File: config.mk
export PLATFORM = sky130hd
export DESIGN_NAME = cpu_run_controller_flat
export DESIGN_NICKNAME = d
export VERILOG_FILES = /design/src/rtl/cpu_ctrl_pkg.sv /design/src/rtl/cpu_run_controller_if.sv /design/src/rtl/cpu_retire_counter.sv /design/src/rtl/cpu_run_controller.sv /design/src/flat_wrapper.sv
export SDC_FILE = /design/constraint.sdc
export NUM_CORES = 1
export LEC_CHECK = 0
export CAP_MARGIN = 0
export CORE_ASPECT_RATIO = 0.7
export CORE_UTILIZATION = 48
export CTS_CLUSTER_DIAMETER = 30
export CTS_CLUSTER_SIZE = 24
export DETAILED_ROUTE_END_ITERATION = 7
export PLACE_DENSITY_LB_ADDON = 0.15
export SKIP_LAST_GASP = 1
export SLEW_MARGIN = 20
export SYNTH_ARGS = -nofsm -noshare
export SYNTH_HDL_FRONTEND = slang
export SYNTH_SLANG_ARGS = --single-unit
export TNS_END_PERCENT = 30
File: constraint.sdc
create_clock -name Clock -period 2.5 [get_ports Clock]
set_input_delay 0.25 -clock Clock [delete_from_list [all_inputs] [get_ports Clock]]
set_output_delay 0.25 -clock Clock [all_outputs]
set_load 0.02 [all_outputs]
File: src/rtl/cpu_ctrl_pkg.sv
// Shared encodings for the CPU run controller: host command opcodes, run-state
// values and default parameter values.
package cpu_ctrl_pkg;

  localparam logic [15:0] PcResetDefault    = 16'd10;
  localparam logic [3:0]  HaltOpcodeDefault = 4'hF;
  localparam int unsigned CntWDefault       = 32;

  typedef enum logic [2:0] {
    CmdNop      = 3'd0,
    CmdLoadAddr = 3'd1,
    CmdLoadWord = 3'd2,
    CmdRun      = 3'd3,
    CmdStep     = 3'd4,
    CmdHalt     = 3'd5,
    CmdSetBp    = 3'd6,
    CmdSetPc    = 3'd7
  } cmd_op_e;

  typedef enum logic [2:0] {
    StIdle   = 3'd0,
    StRun    = 3'd1,
    StStep   = 3'd2,
    StHalted = 3'd3
  } run_state_e;

endpackage

File: src/rtl/cpu_run_controller_if.sv
// Bundle of host-command, datapath and instruction-memory signals around the
// run controller. The controller uses the slave view; the host/datapath side
// uses the master view.
interface cpu_run_controller_if #(
  parameter int unsigned CNT_W = 32
) ();

  logic             cmd_valid;
  logic             cmd_ready;
  logic [2:0]       cmd_op;
  logic [15:0]      cmd_data;
  logic [15:0]      pc_current;
  logic [3:0]       opcode;
  logic             pc_en;
  logic             pc_load;
  logic [15:0]      pc_load_val;
  logic             imem_we;
  logic [15:0]      imem_addr;
  logic [15:0]      imem_wdata;
  logic [2:0]       run_state;
  logic             bp_hit;
  logic [CNT_W-1:0] retired;

  modport master (
    output cmd_valid, cmd_op, cmd_data, pc_current, opcode,
    input  cmd_ready, pc_en, pc_load, pc_load_val, imem_we, imem_addr, imem_wdata,
    input  run_state, bp_hit, retired
  );

  modport slave (
    input  cmd_valid, cmd_op, cmd_data, pc_current, opcode,
    output cmd_ready, pc_en, pc_load, pc_load_val, imem_we, imem_addr, imem_wdata,
    output run_state, bp_hit, retired
  );

endinterface

File: src/rtl/cpu_retire_counter.sv
// Saturating retired-instruction counter: counts one per asserted increment,
// sticks at all-ones, synchronous clear.
module cpu_retire_counter #(
  parameter int unsigned CNT_W = 32
) (
  input  logic             i_clk,
  input  logic             i_clr,
  input  logic             i_inc,
  output logic [CNT_W-1:0] o_count
);

  logic [CNT_W-1:0] r_count;

  // Count increments, holding at the maximum value instead of wrapping
  always_ff @(posedge i_clk) begin
    if (i_clr) begin
      r_count <= '0;
    end else if (i_inc && (r_count != '1)) begin
      r_count <= r_count + 1'b1;
    end
  end

  assign o_count = r_count;

endmodule

File: src/rtl/cpu_run_controller.sv
// Run controller for the 16-bit single-cycle datapath: loads instruction
// memory, sets the PC, runs, single-steps and halts the core.
// Optional feature: define CPU_BREAKPOINT_EN to enable the breakpoint register,
// breakpoint stop and the sticky bp_hit flag; otherwise SET_BP is a no-op.
module cpu_run_controller
  import cpu_ctrl_pkg::*;
#(
  parameter logic [15:0] PC_RESET    = PcResetDefault,
  parameter logic [3:0]  HALT_OPCODE = HaltOpcodeDefault,
  parameter int unsigned CNT_W       = CntWDefault
) (
  input logic                 Clock,
  input logic                 Reset,
  cpu_run_controller_if.slave bus
);

  run_state_e       r_state;
  run_state_e       w_state_next;
  logic [15:0]      r_ptr;
  logic             r_pc_load;
  logic [15:0]      r_pc_load_val;
  logic             r_we;
  logic [15:0]      r_waddr;
  logic [15:0]      r_wdata;

  cmd_op_e          w_op;
  logic             w_cmd_ready;
  logic             w_accept;
  logic             w_ctl_acc;
  logic             w_halt_cmd;
  logic             w_halt_fetch;
  logic             w_bp_match;
  logic             w_pc_en;
  logic [CNT_W-1:0] w_retired;

  assign w_op         = cmd_op_e'(bus.cmd_op);
  assign w_cmd_ready  = (r_state != StStep);
  assign w_accept     = bus.cmd_valid & w_cmd_ready;
  // Commands that act on memory/PC/breakpoint are only honoured while stopped
  assign w_ctl_acc    = w_accept & ((r_state == StIdle) | (r_state == StHalted));
  assign w_halt_cmd   = w_accept & (r_state == StRun) & (w_op == CmdHalt);
  assign w_halt_fetch = (bus.opcode == HALT_OPCODE);

  // Next run state and PC-enable; stop checks look at the instruction being fetched now.
  // pc_load is only ever raised the cycle after a stopped-state command, so it never
  // overlaps a RUN/STEP cycle and pc_en needs no extra gating.
  always_comb begin
    w_state_next = r_state;
    w_pc_en      = 1'b0;
    unique case (r_state)
      StIdle, StHalted: begin
        if (w_ctl_acc && (w_op == CmdRun)) begin
          w_state_next = StRun;
        end else if (w_ctl_acc && (w_op == CmdStep)) begin
          w_state_next = StStep;
        end
      end
      StRun: begin
        if (w_halt_cmd || w_halt_fetch || w_bp_match) begin
          w_state_next = StHalted;
        end else begin
          w_pc_en = 1'b1;
        end
      end
      StStep: begin
        w_pc_en      = 1'b1;
        w_state_next = StHalted;
      end
      default: w_state_next = StIdle;
    endcase
  end

  // State, load pointer, PC-load request and registered imem write port
  always_ff @(posedge Clock) begin
    if (Reset) begin
      r_state       <= StIdle;
      r_ptr         <= 16'h0000;
      r_pc_load     <= 1'b1;
      r_pc_load_val <= PC_RESET;
      r_we          <= 1'b0;
      r_waddr       <= 16'h0000;
      r_wdata       <= 16'h0000;
    end else begin
      r_state   <= w_state_next;
      r_pc_load <= 1'b0;
      r_we      <= 1'b0;
      if (w_ctl_acc) begin
        unique case (w_op)
          CmdLoadAddr: r_ptr <= bus.cmd_data & 16'hFFFE;
          CmdLoadWord: begin
            r_we    <= 1'b1;
            r_waddr <= r_ptr;
            r_wdata <= bus.cmd_data;
            r_ptr   <= r_ptr + 16'd2;
          end
          CmdSetPc: begin
            r_pc_load     <= 1'b1;
            r_pc_load_val <= bus.cmd_data;
          end
          default: ;
        endcase
      end
    end
  end

`ifdef CPU_BREAKPOINT_EN
  logic [15:0] r_bp;
  logic        r_bp_valid;
  logic        r_skip_bp;
  logic        r_bp_hit;

  // The first RUN cycle after a halt ignores the breakpoint so a resume executes it
  assign w_bp_match = r_bp_valid & (bus.pc_current == r_bp) & ~r_skip_bp;

  // Breakpoint address, resume-skip flag and sticky hit flag
  always_ff @(posedge Clock) begin
    if (Reset) begin
      r_bp       <= 16'h0000;
      r_bp_valid <= 1'b0;
      r_skip_bp  <= 1'b0;
      r_bp_hit   <= 1'b0;
    end else begin
      if (w_ctl_acc && (w_op == CmdSetBp)) begin
        r_bp       <= bus.cmd_data;
        r_bp_valid <= 1'b1;
      end
      if (w_ctl_acc && (w_op == CmdRun)) begin
        r_skip_bp <= (r_state == StHalted);
      end else if (r_state == StRun) begin
        r_skip_bp <= 1'b0;
      end
      if (w_ctl_acc && ((w_op == CmdRun) || (w_op == CmdStep))) begin
        r_bp_hit <= 1'b0;
      end else if ((r_state == StRun) && !w_halt_cmd && w_bp_match) begin
        r_bp_hit <= 1'b1;
      end
    end
  end

  assign bus.bp_hit = r_bp_hit;
`else
  assign w_bp_match = 1'b0;
  assign bus.bp_hit = 1'b0;
`endif

  cpu_retire_counter #(
    .CNT_W (CNT_W)
  ) u_retire (
    .i_clk   (Clock),
    .i_clr   (Reset),
    .i_inc   (w_pc_en),
    .o_count (w_retired)
  );

  assign bus.cmd_ready   = w_cmd_ready;
  assign bus.pc_en       = w_pc_en;
  assign bus.pc_load     = r_pc_load;
  assign bus.pc_load_val = r_pc_load_val;
  assign bus.imem_we     = r_we;
  assign bus.imem_addr   = r_waddr;
  assign bus.imem_wdata  = r_wdata;
  assign bus.run_state   = r_state;
  assign bus.retired     = w_retired;

endmodule

File: src/flat_wrapper.sv
// flat-port wrapper written by rule: the top's interface ports become plain ports
module cpu_run_controller_flat import cpu_ctrl_pkg::*;
#(
  parameter logic [15:0] PC_RESET    = PcResetDefault,
  parameter logic [3:0]  HALT_OPCODE = HaltOpcodeDefault,
  parameter int unsigned CNT_W       = CntWDefault
)
  (Clock, Reset, bus_cmd_valid, bus_cmd_op, bus_cmd_data, bus_pc_current, bus_opcode, bus_cmd_ready, bus_pc_en, bus_pc_load, bus_pc_load_val, bus_imem_we, bus_imem_addr, bus_imem_wdata, bus_run_state, bus_bp_hit, bus_retired);
  cpu_run_controller_if #(.CNT_W(CNT_W)) bus_i ();
  input logic Clock;
  input logic Reset;
  input wire logic [$bits(bus_i.cmd_valid)-1:0] bus_cmd_valid;
  input wire logic [$bits(bus_i.cmd_op)-1:0] bus_cmd_op;
  input wire logic [$bits(bus_i.cmd_data)-1:0] bus_cmd_data;
  input wire logic [$bits(bus_i.pc_current)-1:0] bus_pc_current;
  input wire logic [$bits(bus_i.opcode)-1:0] bus_opcode;
  output wire logic [$bits(bus_i.cmd_ready)-1:0] bus_cmd_ready;
  output wire logic [$bits(bus_i.pc_en)-1:0] bus_pc_en;
  output wire logic [$bits(bus_i.pc_load)-1:0] bus_pc_load;
  output wire logic [$bits(bus_i.pc_load_val)-1:0] bus_pc_load_val;
  output wire logic [$bits(bus_i.imem_we)-1:0] bus_imem_we;
  output wire logic [$bits(bus_i.imem_addr)-1:0] bus_imem_addr;
  output wire logic [$bits(bus_i.imem_wdata)-1:0] bus_imem_wdata;
  output wire logic [$bits(bus_i.run_state)-1:0] bus_run_state;
  output wire logic [$bits(bus_i.bp_hit)-1:0] bus_bp_hit;
  output wire logic [$bits(bus_i.retired)-1:0] bus_retired;
  assign bus_i.cmd_valid = bus_cmd_valid;
  assign bus_i.cmd_op = bus_cmd_op;
  assign bus_i.cmd_data = bus_cmd_data;
  assign bus_i.pc_current = bus_pc_current;
  assign bus_i.opcode = bus_opcode;
  assign bus_cmd_ready = bus_i.cmd_ready;
  assign bus_pc_en = bus_i.pc_en;
  assign bus_pc_load = bus_i.pc_load;
  assign bus_pc_load_val = bus_i.pc_load_val;
  assign bus_imem_we = bus_i.imem_we;
  assign bus_imem_addr = bus_i.imem_addr;
  assign bus_imem_wdata = bus_i.imem_wdata;
  assign bus_run_state = bus_i.run_state;
  assign bus_bp_hit = bus_i.bp_hit;
  assign bus_retired = bus_i.retired;
  cpu_run_controller #(.PC_RESET(PC_RESET), .HALT_OPCODE(HALT_OPCODE), .CNT_W(CNT_W)) u_core (.Clock(Clock), .Reset(Reset), .bus(bus_i));
endmodule
After elaboration in Yosys (flattened, before gate mapping)
Index checks and enable logic that the tools add are counted.
W data, S select, Z words.
{"block": "totals", "reg_bits": 101, "in_bits": 42, "word_cells": 52}
{"block": "op_classes", "n_addsub": 2, "eq_ne": 14, "n_mux": 10, "bitwise": 6, "n_reduce_logical": 12}
{"cell": "$add A32 B1 Y32 const B", "count": 1}
{"cell": "$ne A32 B32 Y1 const B", "count": 1}
{"cell": "$pmux W16 S2", "count": 1}
{"cell": "$add A16 B2 Y16 const B", "count": 1}
{"cell": "$eq A3 B2 Y1 const B", "count": 4}
{"cell": "$eq A3 B3 Y1 const B", "count": 3}
{"cell": "$mux W3", "count": 3}
{"cell": "$pmux W3 S3", "count": 1}
{"cell": "$reduce_and A2 Y1", "count": 4}
{"cell": "$eq A3 B1 Y1 const B", "count": 2}
{"cell": "$and A1 B1 Y1", "count": 4}
{"cell": "$eq A4 B4 Y1 const B", "count": 1}
{"cell": "$mux W1", "count": 4}
{"cell": "$reduce_or A2 Y1", "count": 2}
{"cell": "$logic_and A1 B1 Y1", "count": 3}
{"cell": "$logic_not A3 Y1", "count": 1}
{"cell": "$ne A3 B1 Y1 const B", "count": 1}
{"cell": "$ne A3 B2 Y1 const B", "count": 1}
{"cell": "$ne A2 B2 Y1 const B", "count": 1}
{"cell": "$pmux W1 S2", "count": 1}
{"cell": "$reduce_bool A2 Y1", "count": 1}
{"cell": "$logic_or A1 B1 Y1", "count": 1}
{"cell": "$not A1 Y1", "count": 1}
{"cell": "$or A1 B1 Y1", "count": 1}

Logic depth before layout (Yosys ltp)
{"block": "depth", "word_depth": 8, "mapped_depth": 9}

Hierarchy
From an unflattened synthesis, not the netlist that was laid out.
{"block": "hier_totals", "hier_cells": 567, "hier_area_um2": 4544.4}
{"module": "cpu_run_controller", "n_inst": 1, "cells_per_inst": 368, "area_each_um2": 2870.3, "seq_area_each_um2": 1321.3}
{"module": "cpu_retire_counter", "n_inst": 1, "cells_per_inst": 199, "area_each_um2": 1674.1, "seq_area_each_um2": 640.6}

Worst setup path before layout
Ideal clock, no wire load.
{"block": "synth_timing", "path_type": "flip-flop to flip-flop", "start": "register u_core.r_state[0], in the netlist u_core.bus.run_state[0]", "end": "register u_core.r_ptr[4]", "setup_ps": 128, "arrival_ps": 2048, "required_time_ps": 2372, "slack_ps": 325, "path_stages_with_launch": 9, "period_less_slack_ps": 2175, "path_cell_list": "dfxtp_1 > inv_1 > ha_1 > nand3b_1 > or3_1 > clkbuf_1 > o21ai_0 > o21a_1 > nor2_1"}
{"block": "synth_between", "elab_chain_cells": 4, "word_cells_on_any_way": 7, "cone_classes": "2 x eq/ne; 3 x bitwise; 2 x reduce/logical"}
{"item": "from (decl)", "line": "cpu_run_controller.sv:17", "rtl": "run_state_e r_state;"}
{"item": "from (signal assigned)", "line": "cpu_run_controller.sv:76", "rtl": "r_state <= StIdle;"}
{"item": "from (signal assigned)", "line": "cpu_run_controller.sv:84", "rtl": "r_state <= w_state_next;"}
{"item": "$ne A3 B2 Y1, or another cell as far along", "line": "cpu_run_controller.sv:37", "rtl": "assign w_cmd_ready = (r_state != StStep);"}
{"item": "$and A1 B1 Y1 / $or A1 B1 Y1 (equally long branches)", "line": "cpu_run_controller.sv:38, cpu_run_controller.sv:40"}
{"item": "$and A1 B1 Y1 *", "line": "cpu_run_controller.sv:40", "rtl": "assign w_ctl_acc = w_accept & ((r_state == StIdle) | (r_state == StHalted));"}
{"item": "$reduce_and A2 Y1 (no source line) *"}
{"item": "to (signal assigned)", "line": "cpu_run_controller.sv:89", "rtl": "CmdLoadAddr: r_ptr <= bus.cmd_data & 16'hFFFE;"}
{"item": "to (signal assigned)", "line": "cpu_run_controller.sv:94", "rtl": "r_ptr <= r_ptr + 16'd2;"}
{"item": "to (decl)", "line": "cpu_run_controller.sv:19", "rtl": "logic [15:0] r_ptr;"}
Mark *: on every way between the ends. The rest lies on a longest branch, timed or not.
A chain may end at the register's enable or synchronous reset.

Final worst setup path
{"block": "layout_timing", "start": "register u_core.r_state[0], in the netlist u_core.bus.run_state[0]", "end": "output port bus_pc_en"}
{"block": "layout_between", "elab_chain_cells": 7, "word_cells_on_any_way": 9, "cone_classes": "3 x eq/ne; 2 x mux; 3 x bitwise; 1 x reduce/logical"}
{"item": "$ne A3 B2 Y1", "line": "cpu_run_controller.sv:37"}
{"item": "$and A1 B1 Y1", "line": "cpu_run_controller.sv:38", "rtl": "assign w_accept = bus.cmd_valid & w_cmd_ready;"}
{"item": "$and A1 B1 Y1 (2 in a row)", "line": "cpu_run_controller.sv:41", "rtl": "assign w_halt_cmd = w_accept & (r_state == StRun) & (w_op == CmdHalt);"}
{"item": "$logic_or A1 B1 Y1", "line": "cpu_run_controller.sv:59", "rtl": "if (w_halt_cmd || w_halt_fetch || w_bp_match) begin"}
{"item": "$mux W1", "line": "cpu_run_controller.sv:59"}
{"item": "$pmux W1 S2 *", "line": "cpu_run_controller.sv:50", "rtl": "unique case (r_state)"}
{"item": "to (decl)", "line": "flat_wrapper.sv:18", "rtl": "output wire logic [$bits(bus_i.pc_en)-1:0] bus_pc_en;"}
Marked as above.

==> flow_results.org <==
** Clocking
- Worst-path clk slew :: 0.07 ns
- Depth of the CTS H-tree :: 3
- CTS tree :: yes
- For this design, the sink count on the clock tree is 98.
- Clock Root Buffer :: sky130_fd_sc_hd__clkbuf_16
- Post-cts hold buffer count :: 0
- The clock passes through at most 2 buffers.
- TritonCTS created 9 clock buffers.
- At the later pin of the worst-skew pair, clock insertion delay measures 0.34 ns.

** Route
- After detailed routing, the number of remaining DRC violations is 0.
- In the routed layout, each cell is associated on average with a via count of 5.99.
- Routed len/inst :: 16.4 microns
- The count of nets left with antenna violations once routing finished came out at 0.
- Iteration count of the initial detailed-routing pass :: 5
- Routed wire length :: 13.4 mm
- After the first detailed-routing iteration, the DRC count stood at 472.
- The detailed router placed 4878 vias in this run.

** Setup path
- For the worst setup path, the data arrival time is 2.17 ns.
- In this design, the largest share of critical-path delay is due to buffers and inverters.
- Maximum cell stage delay along the critical path :: 0.60 ns
- Worst path bufs/invs :: 3
- Startpoint kind of the worst setup timing path :: flip-flop
- The worst setup path is captured at an output port.
- In this design, the critical path's most frequently occurring cell is sky130_fd_sc_hd__inv_1.
- At the worst endpoint, the required time is 2.25 ns.
- Max FO, Critical Path :: 5
- The critical path goes through inv_1 -> ha_1 -> a31oi_4 -> nand2_4 -> inv_1 -> clkdlybuf4s50_1.
- Cell at the slowest stage of the critical path :: sky130_fd_sc_hd__clkdlybuf4s50_1
- Type of the worst setup path :: reg2out

** STA
- At the pin with the least slew margin, the transition time is 0.539 ns.
- Max Freq :: 413 MHz
- Headroom to the max-slew limit came out at 64.1%.
- Endpoints failing setup :: 0
- For the final database, setup skew stands at 0.00443 ns.
- Tmin final :: 2.42 ns
- Number of max-slew violations in the final report :: 0
- Setup repair after global routing missed its margin :: yes
- Hold Violations, Final :: 0
- Dividing the final minimum period by the clock period gives 96.8%.

** Cells and area
- Share of final-layout standard cells stronger than drive strength 1 :: 8.68%
- Area growth syn-to-layout :: 33.8%
- Finished Core Util :: 67.4%
- In the final design database the tool counted 732 nets.
- Post-route standard cell area excluding fillers :: 6210 sq um
- Antenna cell count :: 0

** Power
- Areal power density over the cells :: 642 nW/um^2
- In this run the static leakage power is 2.03 nW.
- The worst-case IR drop observed on VDD is 507 uV.

** Floorplanning
- The die is 120 microns wide.
- Site Rows :: 29
- The total area inside the core boundary comes to 9220 sq um.
- The floorplan step defined a die boundary enclosing 10100 sq um.
- Starting utilization of the core area :: 50.4%
- 130 I/O pins were placed.
- In this run the vertical extent of the chip is 84.3 microns.

** Synthesis
- Summed over its instances, the top area cell type makes up 42.3% of the synthesized netlist area.
- Library cell with the highest instance count after synthesis :: sky130_fd_sc_hd__nand2_1
- Yosys warning total :: 0
- For this run, asynchronously set or reset flops after synthesis account for 0%.
- Mapped Avg Cell Area :: 8.06 sq um
- Count of flip-flops with a built-in enable after synthesis :: 0
- Leading cell types by count after synthesis :: sky130_fd_sc_hd__nand2_1 (106), sky130_fd_sc_hd__dfxtp_1 (98), sky130_fd_sc_hd__a21oi_1 (89)
- Top_reg_cell synth :: sky130_fd_sc_hd__dfxtp_1
- After synthesis the netlist holds a flip-flop and latch count of 98.
- Top cells by area, synth :: sky130_fd_sc_hd__dfxtp_1 (42%), sky130_fd_sc_hd__a21oi_1 (9.6%), sky130_fd_sc_hd__nand2_1 (8.6%), sky130_fd_sc_hd__o31ai_1 (3.7%), sky130_fd_sc_hd__or4_1 (3.4%)
- Cells after synthesis :: 576
- Yosys mapped the design onto 56 distinct sky130hd cell types.
- The mapped netlist covers 4640 sq um.
- Summing the sequential cell areas from Yosys gives 42.3% of the chip area.
- The biggest area contributor in the post-synthesis netlist is sky130_fd_sc_hd__dfxtp_1.

** Flow run
- The tool flagged a number of max-cap violations equal to 0.

** Status
- Run status :: finished clean

** GRT
- Entering global routing, the biggest net connects 31 pins.
- First-pass GRT wire length :: 21.9 mm
- Total track usage :: 27.2%
- Via count of the first global-routing pass :: 4243
- Global route total overflow :: 0
- Initial antenna violation count :: 0

** Place
- Half-perimeter wire length of the detailed placement result :: 9.41 mm
- The congestion estimate from routability-driven global placement came to 0.856.
- Placed inst area :: 5890 sq um
- I/O Buffers :: 110

** Hold path
- Classification of the worst-slack hold path :: in2reg
[cell usage in the layout, fill, tap and decap left out, types with 3 or more instances in the layout]
cell type and count:
sky130_fd_sc_hd__nand4_2 6, sky130_fd_sc_hd__nor3_1 9, sky130_fd_sc_hd__a21oi_1 89, sky130_fd_sc_hd__nand2_1 106, sky130_fd_sc_hd__mux2_1 4, sky130_fd_sc_hd__nor3_2 3
sky130_fd_sc_hd__clkdlybuf4s50_1 109, sky130_fd_sc_hd__buf_4 22, sky130_fd_sc_hd__and4_1 6, sky130_fd_sc_hd__a211oi_1 5, sky130_fd_sc_hd__nor4_1 4, sky130_fd_sc_hd__nor2_1 22
sky130_fd_sc_hd__and3_1 4, sky130_fd_sc_hd__o21ai_0 31, sky130_fd_sc_hd__clkbuf_16 9, sky130_fd_sc_hd__clkinvlp_4 3, sky130_fd_sc_hd__inv_1 7, sky130_fd_sc_hd__o31ai_1 23
sky130_fd_sc_hd__a31oi_1 3, sky130_fd_sc_hd__dfxtp_1 98, sky130_fd_sc_hd__or4_1 21, sky130_fd_sc_hd__nor2b_1 5, sky130_fd_sc_hd__and2_1 5, sky130_fd_sc_hd__conb_1 3
sky130_fd_sc_hd__nor4_2 3, sky130_fd_sc_hd__or3_1 12, sky130_fd_sc_hd__nand4_1 17, sky130_fd_sc_hd__nand3_1 20, sky130_fd_sc_hd__ha_1 4
[flip-flops by register name, summed over array words and instances (netlist names)]
| register | flops |
|---|---|
| u_core.bus.run_state | 2 |
| u_core.bus.imem_wdata | 16 |
| u_core.bus.imem_we | 1 |
| u_core.bus.pc_load_val | 16 |
| u_core.r_ptr | 15 |
| u_core.u_retire.o_count | 32 |
| u_core.bus.imem_addr | 15 |
| u_core.bus.pc_load | 1 |
[per-layer routing]
layer / vias up / wire length [microns] / global-route usage [%]
met1: 2329 / 6430 / 40.5
li1: 2346 / - / -
met5: - / 0 / 0
met4: 0 / 167 / 6.25
met2: 187 / 5650 / 38.2
met3: 16 / 1130 / 8.02
[what timing repair did]
action / in CTS / in global routing
resized for setup: 0 / 1
setup endpoints to repair: 1 / 4
setup buffers: 1 / 0
[path summary, 6_finish.rpt]
| path | start | end | slack (ns) | cells after the start |
|---|---|---|---|---|
| max | u_core.bus.run_state[0] | bus_pc_en | 0.08 | 6 |
| min | Reset | u_core.u_retire.o_count[23] | 0.40 | 2 |
| max reg2reg | u_core.u_retire.o_count[0] | u_core.u_retire.o_count[26] | 0.13 | 6 |
| min reg2reg | u_core.bus.imem_addr[5] | u_core.bus.imem_addr[5] | 0.45 | 2 |
[cell families after synthesis]
family / synth area share, %
AND/OR/NAND/NOR: 29.9
AO/OA/AOI/OAI: 21.3
flip-flops: 42.3
buffers and inverters: 4.20
adder cells (fa/ha/maj): 1.08
multiplexers: 0.970
other: 0.0808
XOR/XNOR: 0.189
[stage by stage]
step	power [mW]	setup WS [ns]	instances	hold slack [ns]	setup TNS (ns)
6_report	3.99	0.0810	815	0.396	0
3_3_place_gp	2.55	0.169	798	0.443	0
4_1_cts	4.00	0.0753	815	0.390	0
5_1_grt	4.15	-0.0421	815	0.420	-0.0768
2_1_floorplan	2.24	0.325	578	0.374	0
3_5_place_dp	2.57	0.113	798	0.447	0
[where the power goes]
group	switching [mW]	internal (mW)
Sequential	0.0845	1.64
Combinational	0.504	0.351
Clock	0.611	0.803
Total	1.20	2.79
[area by class of cell]
cell class	instances	area [sq um]
clock buffers	10	239
clock inverters	6	66.3
fillers	781	3000
inverters	8	30.0
multi-input cells	437	2500
flip-flops and latches	98	1960
well taps	124	155
repair buffers	132	1260
No activity file was read; power rests on OpenSTA's default activity.
